===== src/rtl/snn_pkg.sv =====
// Shared definitions for the spike window counter slice.
//   state_t   : window FSM states (IDLE, COUNT, DONE)
//   winner_w  : width of the winner index for a given channel count (min 1)
//   sat_max   : saturation ceiling of an unsigned counter of a given width
package snn_pkg;

    typedef enum logic [1:0] {
        IDLE  = 2'd0,
        COUNT = 2'd1,
        DONE  = 2'd2
    } state_t;

    function automatic int winner_w(int n);
        return (n <= 1) ? 1 : $clog2(n);
    endfunction

    function automatic logic [31:0] sat_max(int w);
        if (w >= 32) begin
            return '1;
        end
        return (32'd1 << w) - 32'd1;
    endfunction

endpackage


===== src/rtl/spike_channel_counter.sv =====
// One spike channel: rising-edge detector plus saturating live counter.
// Ports:
//   clk, rst         : clock, asynchronous active-low reset
//   spike            : spike level, synchronous to clk
//   clear            : zero the live count and overflow this cycle
//   enable           : count rising edges this cycle
//   count_next       : value the live count takes at the next edge
//   ovf_next         : value the live overflow bit takes at the next edge
// The *_next outputs let the parent snapshot a window including the
// increments of its final cycle.
module spike_channel_counter
    import snn_pkg::*;
#(
    parameter int COUNTER_SIZE = 4
) (
    input  logic                    clk,
    input  logic                    rst,
    input  logic                    spike,
    input  logic                    clear,
    input  logic                    enable,
    output logic [COUNTER_SIZE-1:0] count_next,
    output logic                    ovf_next
);

    localparam logic [COUNTER_SIZE-1:0] MAX = COUNTER_SIZE'(sat_max(COUNTER_SIZE));

    logic                    prev;
    logic                    rise;
    logic [COUNTER_SIZE-1:0] count;
    logic                    ovf;

    assign rise = spike & ~prev;

    always_comb begin
        count_next = count;
        ovf_next   = ovf;
        if (clear) begin
            count_next = '0;
            ovf_next   = 1'b0;
        end else if (enable && rise) begin
            // Overflow only marks an increment attempted at the ceiling.
            if (count == MAX) begin
                ovf_next = 1'b1;
            end else begin
                count_next = count + COUNTER_SIZE'(1);
            end
        end
    end

    // prev tracks the level in every state so a level held across the
    // start boundary never looks like a fresh rise.
    always_ff @(posedge clk or negedge rst) begin
        if (!rst) begin
            prev  <= 1'b0;
            count <= '0;
            ovf   <= 1'b0;
        end else begin
            prev  <= spike;
            count <= count_next;
            ovf   <= ovf_next;
        end
    end

endmodule


===== src/rtl/spike_window_counter.sv =====
// Multi-channel synchronous spike counter over a programmable window.
// Optional feature macro: SPIKE_COUNTER_WINNER_EN (adds winner/winner_valid).
// Ports:
//   clk, rst      : clock, asynchronous active-low reset
//   spike_in      : per-channel spike levels
//   start         : pulse; accepted only in IDLE or DONE (ignored in COUNT).
//                   No ready signal: the caller watches busy to know when a
//                   start will be taken. window_len is sampled with it.
//   window_len    : window length in cycles (0 completes immediately)
//   busy          : high while counting
//   done          : one-cycle pulse when the snapshot updates
//   counts_valid  : snapshot holds a completed window (sticky until reset)
//   counter_out   : snapshot counts per channel
//   overflow      : per-channel saturation flags of the snapshot window
//   winner        : (optional) lowest-index channel with the highest count
//   winner_valid  : (optional) snapshot has at least one non-zero count
//   state         : FSM state for debug (0 IDLE, 1 COUNT, 2 DONE)
module spike_window_counter
    import snn_pkg::*;
#(
    parameter int NUM_INPUTS   = 4,
    parameter int COUNTER_SIZE = 4,
    parameter int WINDOW_WIDTH = 8
) (
    input  logic                                clk,
    input  logic                                rst,
    input  logic [NUM_INPUTS-1:0]               spike_in,
    input  logic                                start,
    input  logic [WINDOW_WIDTH-1:0]             window_len,
    output logic                                busy,
    output logic                                done,
    output logic                                counts_valid,
    output logic [COUNTER_SIZE-1:0]             counter_out [NUM_INPUTS],
    output logic [NUM_INPUTS-1:0]               overflow,
`ifdef SPIKE_COUNTER_WINNER_EN
    output logic [winner_w(NUM_INPUTS)-1:0]     winner,
    output logic                                winner_valid,
`endif
    output logic [1:0]                          state
);

    state_t                  state_r;
    logic [WINDOW_WIDTH-1:0] remaining;
    logic                    accept;
    logic                    enable;
    logic                    snap;
    logic [COUNTER_SIZE-1:0] next_count [NUM_INPUTS];
    logic [NUM_INPUTS-1:0]   ovf_next;

    assign state  = state_r;
    assign accept = start && (state_r == IDLE || state_r == DONE);
    assign enable = (state_r == COUNT);
    // Snapshot on every entry into DONE: end of a window, or a zero-length
    // start (whose next values are the cleared zeros).
    assign snap   = (enable && remaining == WINDOW_WIDTH'(1)) ||
                    (accept && window_len == '0);

    for (genvar g = 0; g < NUM_INPUTS; g++) begin : g_ch
        spike_channel_counter #(
            .COUNTER_SIZE(COUNTER_SIZE)
        ) u_ch (
            .clk        (clk),
            .rst        (rst),
            .spike      (spike_in[g]),
            .clear      (accept),
            .enable     (enable),
            .count_next (next_count[g]),
            .ovf_next   (ovf_next[g])
        );
    end

`ifdef SPIKE_COUNTER_WINNER_EN
    logic [winner_w(NUM_INPUTS)-1:0] best_idx;
    logic [COUNTER_SIZE-1:0]         best_val;

    // Strict greater-than keeps the lowest index on ties.
    always_comb begin
        best_idx = '0;
        best_val = next_count[0];
        for (int i = 1; i < NUM_INPUTS; i++) begin
            if (next_count[i] > best_val) begin
                best_val = next_count[i];
                best_idx = winner_w(NUM_INPUTS)'(i);
            end
        end
    end
`endif

    always_ff @(posedge clk or negedge rst) begin
        if (!rst) begin
            state_r      <= IDLE;
            remaining    <= '0;
            busy         <= 1'b0;
            done         <= 1'b0;
            counts_valid <= 1'b0;
            overflow     <= '0;
            for (int i = 0; i < NUM_INPUTS; i++) begin
                counter_out[i] <= '0;
            end
`ifdef SPIKE_COUNTER_WINNER_EN
            winner       <= '0;
            winner_valid <= 1'b0;
`endif
        end else begin
            done <= 1'b0;
            case (state_r)
                IDLE, DONE: begin
                    if (start) begin
                        remaining <= window_len;
                        if (window_len == '0) begin
                            state_r <= DONE;
                            busy    <= 1'b0;
                            done    <= 1'b1;
                        end else begin
                            state_r <= COUNT;
                            busy    <= 1'b1;
                        end
                    end else begin
                        state_r <= IDLE;
                        busy    <= 1'b0;
                    end
                end
                COUNT: begin
                    remaining <= remaining - WINDOW_WIDTH'(1);
                    if (remaining == WINDOW_WIDTH'(1)) begin
                        state_r <= DONE;
                        busy    <= 1'b0;
                        done    <= 1'b1;
                    end
                end
                default: begin
                    state_r <= IDLE;
                    busy    <= 1'b0;
                end
            endcase

            if (snap) begin
                counter_out  <= next_count;
                overflow     <= ovf_next;
                counts_valid <= 1'b1;
`ifdef SPIKE_COUNTER_WINNER_EN
                winner       <= best_idx;
                winner_valid <= (best_val != '0);
`endif
            end
        end
    end

endmodule


===== config.mk =====
export PLATFORM = sky130hd
export DESIGN_NAME = spike_window_counter
export DESIGN_NICKNAME = d
export VERILOG_FILES = /design/src/rtl/snn_pkg.sv /design/src/rtl/spike_channel_counter.sv /design/src/rtl/spike_window_counter.sv
export SDC_FILE = /design/constraint.sdc
export NUM_CORES = 1
export LEC_CHECK = 0
export CAP_MARGIN = 10
export CORE_MARGIN = 2
export CORE_UTILIZATION = 25
export CTS_CLUSTER_SIZE = 12
export DETAILED_ROUTE_END_ITERATION = 12
export DONT_BUFFER_PORTS = 1
export GPL_ROUTABILITY_DRIVEN = 0
export MAX_ROUTING_LAYER = met4
export PLACE_DENSITY = 0.39
export SYNTH_ARGS = -nofsm -noshare
export SYNTH_HDL_FRONTEND = slang
export SYNTH_SLANG_ARGS = --single-unit

===== constraint.sdc =====
create_clock -name clk -period 2.7 [get_ports clk]
set_input_delay 0.54 -clock clk [delete_from_list [all_inputs] [get_ports clk]]
set_output_delay 0.54 -clock clk [all_outputs]
set_load 0.05 [all_outputs]

======== Word level (Yosys, flattened, before mapping) ========
Cells that the tools add are included.
storage, ports and cells
  output and inout bits ................... 25
  flip-flop bits (word level) ............. 57
  bits of input ports ..................... 15
cells by class
  reduce and logical (&&, ||, !) cells .... 14
  muxes and demuxes ....................... 38
  equality and inequality tests ........... 9
  bitwise logic cells ..................... 8
  $add $sub $neg .......................... 5
operators by type and width
  operator                                                                  count
  4-bit 2-to-1 mux                                                          12
  1-bit 2-to-1 mux                                                          18
  4-bit by 1-bit adder with 4-bit output (second input constant)            4
  4-bit == test (second input constant)                                     4
  8-bit one-hot mux with 2 select lines                                     1
  8-bit by 1-bit == test with 1-bit output (second input constant)          1
  8-bit zero test                                                           1
  8-bit 2-to-1 mux                                                          1
  8-bit by 1-bit subtractor with 8-bit output (second input constant)       1
  1-bit logical AND                                                         7
  2-bit 2-to-1 mux                                                          3
  1-bit AND                                                                 4
  1-bit NOT                                                                 4
  1-bit one-hot mux with 2 select lines                                     2
  2-bit one-hot mux with 2 select lines                                     1
  2-bit by 1-bit == test with 1-bit output (second input constant)          1
  2-bit == test (second input constant)                                     1
  2-bit zero test                                                           1
  1-bit logical OR                                                          2
  2-bit by 1-bit inequality test with 1-bit output (second input constant)  1
  2-bit inequality test (second input constant)                             1
  2-bit AND reduction                                                       1
  2-bit nonzero test                                                        1
  2-bit OR reduction                                                        1

======== Longest topological paths before layout ========
  word-level depth ........................ 5
  depth in mapped cells ................... 9
  gate-level depth less buffers ........... 7

======== Modules after synthesis ========
A second synthesis with hierarchy kept.
unflattened totals
  cells, all modules ...................... 214
  area, all modules ....................... 2692.6 µm²
by module, submodules not included
  module                 cells each  area each (µm²)  times used  sequential area each (µm²)
  spike_window_counter   110         1416.4           1           825.8
  spike_channel_counter  26          319.1            4           150.1

======== Worst setup path before layout ========
OpenSTA, ideal clock, no wires.
  path kind ............................... register to register
  from .................................... register state_r[1], in the netlist state[1]
  to ...................................... register counter_out[10] (netlist name)
  path buffers ............................ 3
  stages on the path, launching flop included .. 9
  setup slack ............................. 306 ps
  setup time .............................. 125 ps
  data arrival time ....................... 2269 ps
  data required time ...................... 2575 ps
  clock period less this slack ............ 2394 ps
  cells stage by stage .................... dfrtp_1 nand2b_1 clkbuf_1 or4_4 buf_6 o21a_4 inv_6 buf_12 mux2_4
between the ends
  cells in the longest elaborated chain, start to end .. 5
  elaborated cells on any way between the ends .. 11
  those cells by class .................... eq/ne: 2; mux: 2; reduce/logical: 7
ends and longest elaborated chain
  element                                           RTL line                     text
  start: declaration                                spike_window_counter.sv:42   state_t state_r;
  start signal: assignment                          spike_window_counter.sv:91   state_r <= IDLE;
  start signal: assignment                          spike_window_counter.sv:111  state_r <= DONE;
  start signal: assignment                          spike_window_counter.sv:115  state_r <= COUNT;
  2-bit == test or 2-bit zero test (tied branches)  spike_window_counter.sv:51   assign accept = start && (state_r == IDLE || state_r == DONE);
  1-bit logical OR                                  spike_window_counter.sv:51
  1-bit logical AND                                 spike_window_counter.sv:51
  1-bit logical AND                                 spike_window_counter.sv:56   (accept && window_len == '0);
  1-bit logical OR                                  spike_window_counter.sv:55   assign snap = (enable && remaining == WINDOW_WIDTH'(1)) ||
  end signal: assignment                            spike_window_counter.sv:138  counter_out <= next_count;
  end: declaration                                  spike_window_counter.sv:33   output logic [COUNTER_SIZE-1:0] counter_out [NUM_INPUTS],
Several ways; a longest one is shown, not always the timed one.
A chain may end at the register's enable or synchronous reset.

======== Final worst setup path ========
  from .................................... register remaining[3]
  to ...................................... register overflow[1]
between the ends
  cells in the longest elaborated chain, start to end .. 3
ends and longest elaborated chain
  element                                   RTL line                     text
  start: declaration                        spike_window_counter.sv:43   logic [WINDOW_WIDTH-1:0] remaining;
  start signal: assignment                  spike_window_counter.sv:109  remaining <= window_len;
  start signal: assignment                  spike_window_counter.sv:124  remaining <= remaining - WINDOW_WIDTH'(1);
  8-bit by 1-bit == test with 1-bit output  spike_window_counter.sv:55
  1-bit logical AND                         spike_window_counter.sv:55
  1-bit logical OR                          spike_window_counter.sv:55
  end signal: assignment                    spike_window_counter.sv:139  overflow <= ovf_next;
  end: declaration                          spike_window_counter.sv:34   output logic [NUM_INPUTS-1:0] overflow,
No other way between the ends.

==> results.json <==
{
  "power.density_nw_per_um2": 1070,
  "max_stage_delay_ns": 0.58,
  "synth_edf_count": 0,
  "grt_overflow_total": 0,
  "whs_ns": 0.0716,
  "postSynth.asyncResetShare_pct": 100,
  "slowest_stage": "or4_4",
  "yosysTopAreaCell": "dfrtp_1",
  "synth_area_um2": 2550,
  "clkLatencyLatePin_ns": 0.33,
  "areaGrowthSynthToFinish_pct": 16.1,
  "ys_top_cells_by_area": "dfrtp_1 56%, mux2_4 5.3%, mux2i_1 5.1%",
  "antenna_found_initial": 0,
  "r2r_start": "remaining[3]$_DFFE_PN0P_",
  "vias": 1661,
  "slew_violations": 0,
  "cap_violations": 0,
  "nNetsFinal": 246,
  "yosysTopAreaCellShare_pct": 55.9,
  "dpl.hpwl_mm": 3.99,
  "root_buffer": "clkbuf_8",
  "grt_pass1_vias": 1703,
  "die_x_um": 105,
  "required_ns": 2.91,
  "rr_worst_depth": 5,
  "drtPass1Iterations": 4,
  "grt_start_max_net_pins": 58,
  "die_area_um2": 11000,
  "fin_crit_sh_pct": 87.2,
  "finClkSkew_ns": 0.00762,
  "viasPerCell": 4.58,
  "utilization_pct": 30.1,
  "hold_class": "input port to async pin",
  "clkTransAtPathRegs_ns": 0.06,
  "dp.cells": 346,
  "setup_viol": 0,
  "ys_warn_count": 0,
  "cts_tree": "yes",
  "syn_nets": 233,
  "synth_seq_cells": 57,
  "max_slew_margin_pct": 49.1,
  "cp_max_fo": 13,
  "io_pins": 40,
  "core_um2": 9820,
  "status": "complete, no violations",
  "reg2reg_slack_ns": 0.35,
  "crit_chain": "or4_4, or4_4, o21a_4, inv_6, mux2_2",
  "ys_seq_area_share_pct": 55.9,
  "synth_common_cells": "57 x dfrtp_1, 22 x nor2_1, 15 x nand2_1",
  "wl_per_cell_um": 16.6,
  "p_leak_nw": 1.39,
  "start_util_pct": 26.0,
  "finalHoldViolCount": 0,
  "worst_pin_slew_ns": 0.753,
  "ir_drop_mv": 0.305,
  "setup_tns_ns": 0,
  "placementRows": 36,
  "clk_path_buf_depth": 2,
  "reg2reg_to": "overflow[1]$_DFFE_PN0P_",
  "ys_types": 36,
  "stdcell_count": 363,
  "syn_inst": 212,
  "fill_cells": 1034,
  "synth_area_per_cell_um2": 12.0,
  "min_period_ns": 2.35,
  "grt_pass1_wl_mm": 9.72,
  "cts.htree.levels": 3,
  "drive_gt1_share_pct": 17.0,
  "finalPower_w": 0.00317,
  "cts_resized": 0,
  "cp-start-kind": "flip-flop",
  "crit_type": "flip-flop to flip-flop",
  "worstPathArrival_ns": 2.56,
  "synth-main-ff-cell": "dfrtp_1",
  "cp_common_cell": "or4_4",
  "endpoint_kind": "flip-flop",
  "io_buffer_count": 0,
  "clock.fmax_mhz": 425,
  "diodes": 0,
  "multi_input_area_um2": 1040,
  "route.detailed.drc": 0,
  "ant_nets": 0,
  "clock_sinks": 57,
  "drt_wl_total_mm": 6.03,
  "drt_iter0_drc": 40,
  "yosysMostFrequentCell": "dfrtp_1",
  "ff_latch_area_um2": 1430,
  "track_usage_pct": 11.9,
  "die_y_um": 105,
  "cts_made_buffers": 9,
  "rsz0062_at_grt": "no"
}
-- layout make-up --
cell class / instances / area share, %
sequential: 57 / 48.2
multi-input combinational: 141 / 35.2
clock buffer: 14 / 5.83
tap: 133 / 5.62
timing repair buffer: 9 / 2.96
clock inverter: 2 / 1.18
inverter: 7 / 1.06
-- registers in the layout (all words and copies together), names as in the netlist --
signal           flops
g_ch.u_ch.count     16
counts_valid         1
counter_out         16
busy                 1
g_ch.u_ch.prev       4
overflow             4
done                 1
g_ch.u_ch.ovf        4
remaining            8
state                2
-- metrics by stage --
step	cell area [um^2]	setup WS, ns
floorplan	2550	0.306
global placement	2730	0.391
detailed placement	2730	0.344
CTS	2960	0.332
global route	2960	0.265
finish	2960	0.346
-- layer usage --
layer,share of wire [%],global-route usage (%),vias up
met4,0.76,4.00,0
met1,50,15.8,817
met2,42,16.1,38
met5,0,-,-
li1,-,-,799
met3,7.7,5.30,7
-- report_power, final --
part | leakage (nW) | internal (W) | switching, W
clock network | 0.107 | 0.000502 | 0.000332
logic | 0.549 | 0.000346 | 0.000391
registers | 0.732 | 0.00110 | 0.000493
total | 1.39 | 0.00195 | 0.00122
-- cells in the final DEF, fill, tap and decap left out, drive strengths merged --
| cell | instances |
|---|---|
| nor4bb | 4 |
| clkbuf | 14 |
| and4b | 4 |
| a311oi | 1 |
| o2bb2ai | 8 |
| a221oi | 1 |
| inv | 7 |
| clkinv | 1 |
| bufinv | 1 |
| o31ai | 1 |
| nand2 | 15 |
| o21a | 1 |
| nor3 | 5 |
| ha | 6 |
| o211ai | 1 |
| nor4 | 3 |
| nand4 | 4 |
| buf | 9 |
| mux2 | 12 |
| nand2b | 9 |
| a41oi | 4 |
| a221o | 2 |
| and2 | 1 |
| nor2 | 22 |
| o221ai | 1 |
| mux2i | 13 |
| nor3b | 1 |
| o21ai | 5 |
| a21oi | 6 |
| nor2b | 2 |
| nand3 | 6 |
| dfrtp | 57 |
| or4 | 3 |
-- how the worst max path moves through the flow --
stage                                         from                     endpoint  slack (ns)  cells after the start
final                     remaining[3]$_DFFE_PN0P_      overflow[1]$_DFFE_PN0P_        0.35                      5
after global routing      remaining[3]$_DFFE_PN0P_      overflow[2]$_DFFE_PN0P_        0.26                      5
after global placement    remaining[3]$_DFFE_PN0P_   counter_out[0]$_DFFE_PN0P_        0.39                      5
after floorplan               state[1]$_DFFE_PN0P_  counter_out[10]$_DFFE_PN0P_        0.31                      8
after detailed placement  remaining[3]$_DFFE_PN0P_   counter_out[0]$_DFFE_PN0P_        0.34                      5
after CTS                 remaining[3]$_DFFE_PN0P_      overflow[1]$_DFFE_PN0P_        0.33                      5
-- cells by family after synthesis --
group	after synthesis	share of synthesized area (%)
AOI/OAI and AO/OA	31	9.27
DFF	57	55.9
adders and majority gates	6	2.94
buffers and inverters	14	3.24
muxes	25	11.7
and+or+nand+nor	79	16.9
-- repair_timing --
action / 4_1_cts / 5_1_grt
hold endpoints to repair: 57 / 0
hold buffers: 1 / 0
setup buffers: 0 / 0
-- critical path: cells and delay by family (launching register included) --
family	cells	cell delay, ns
simple gates	2	1.09
flops	1	0.41
mux	1	0.35
compound gates	1	0.20
buf+inv	1	0.18
No activity file was read; power rests on OpenSTA's default activity.
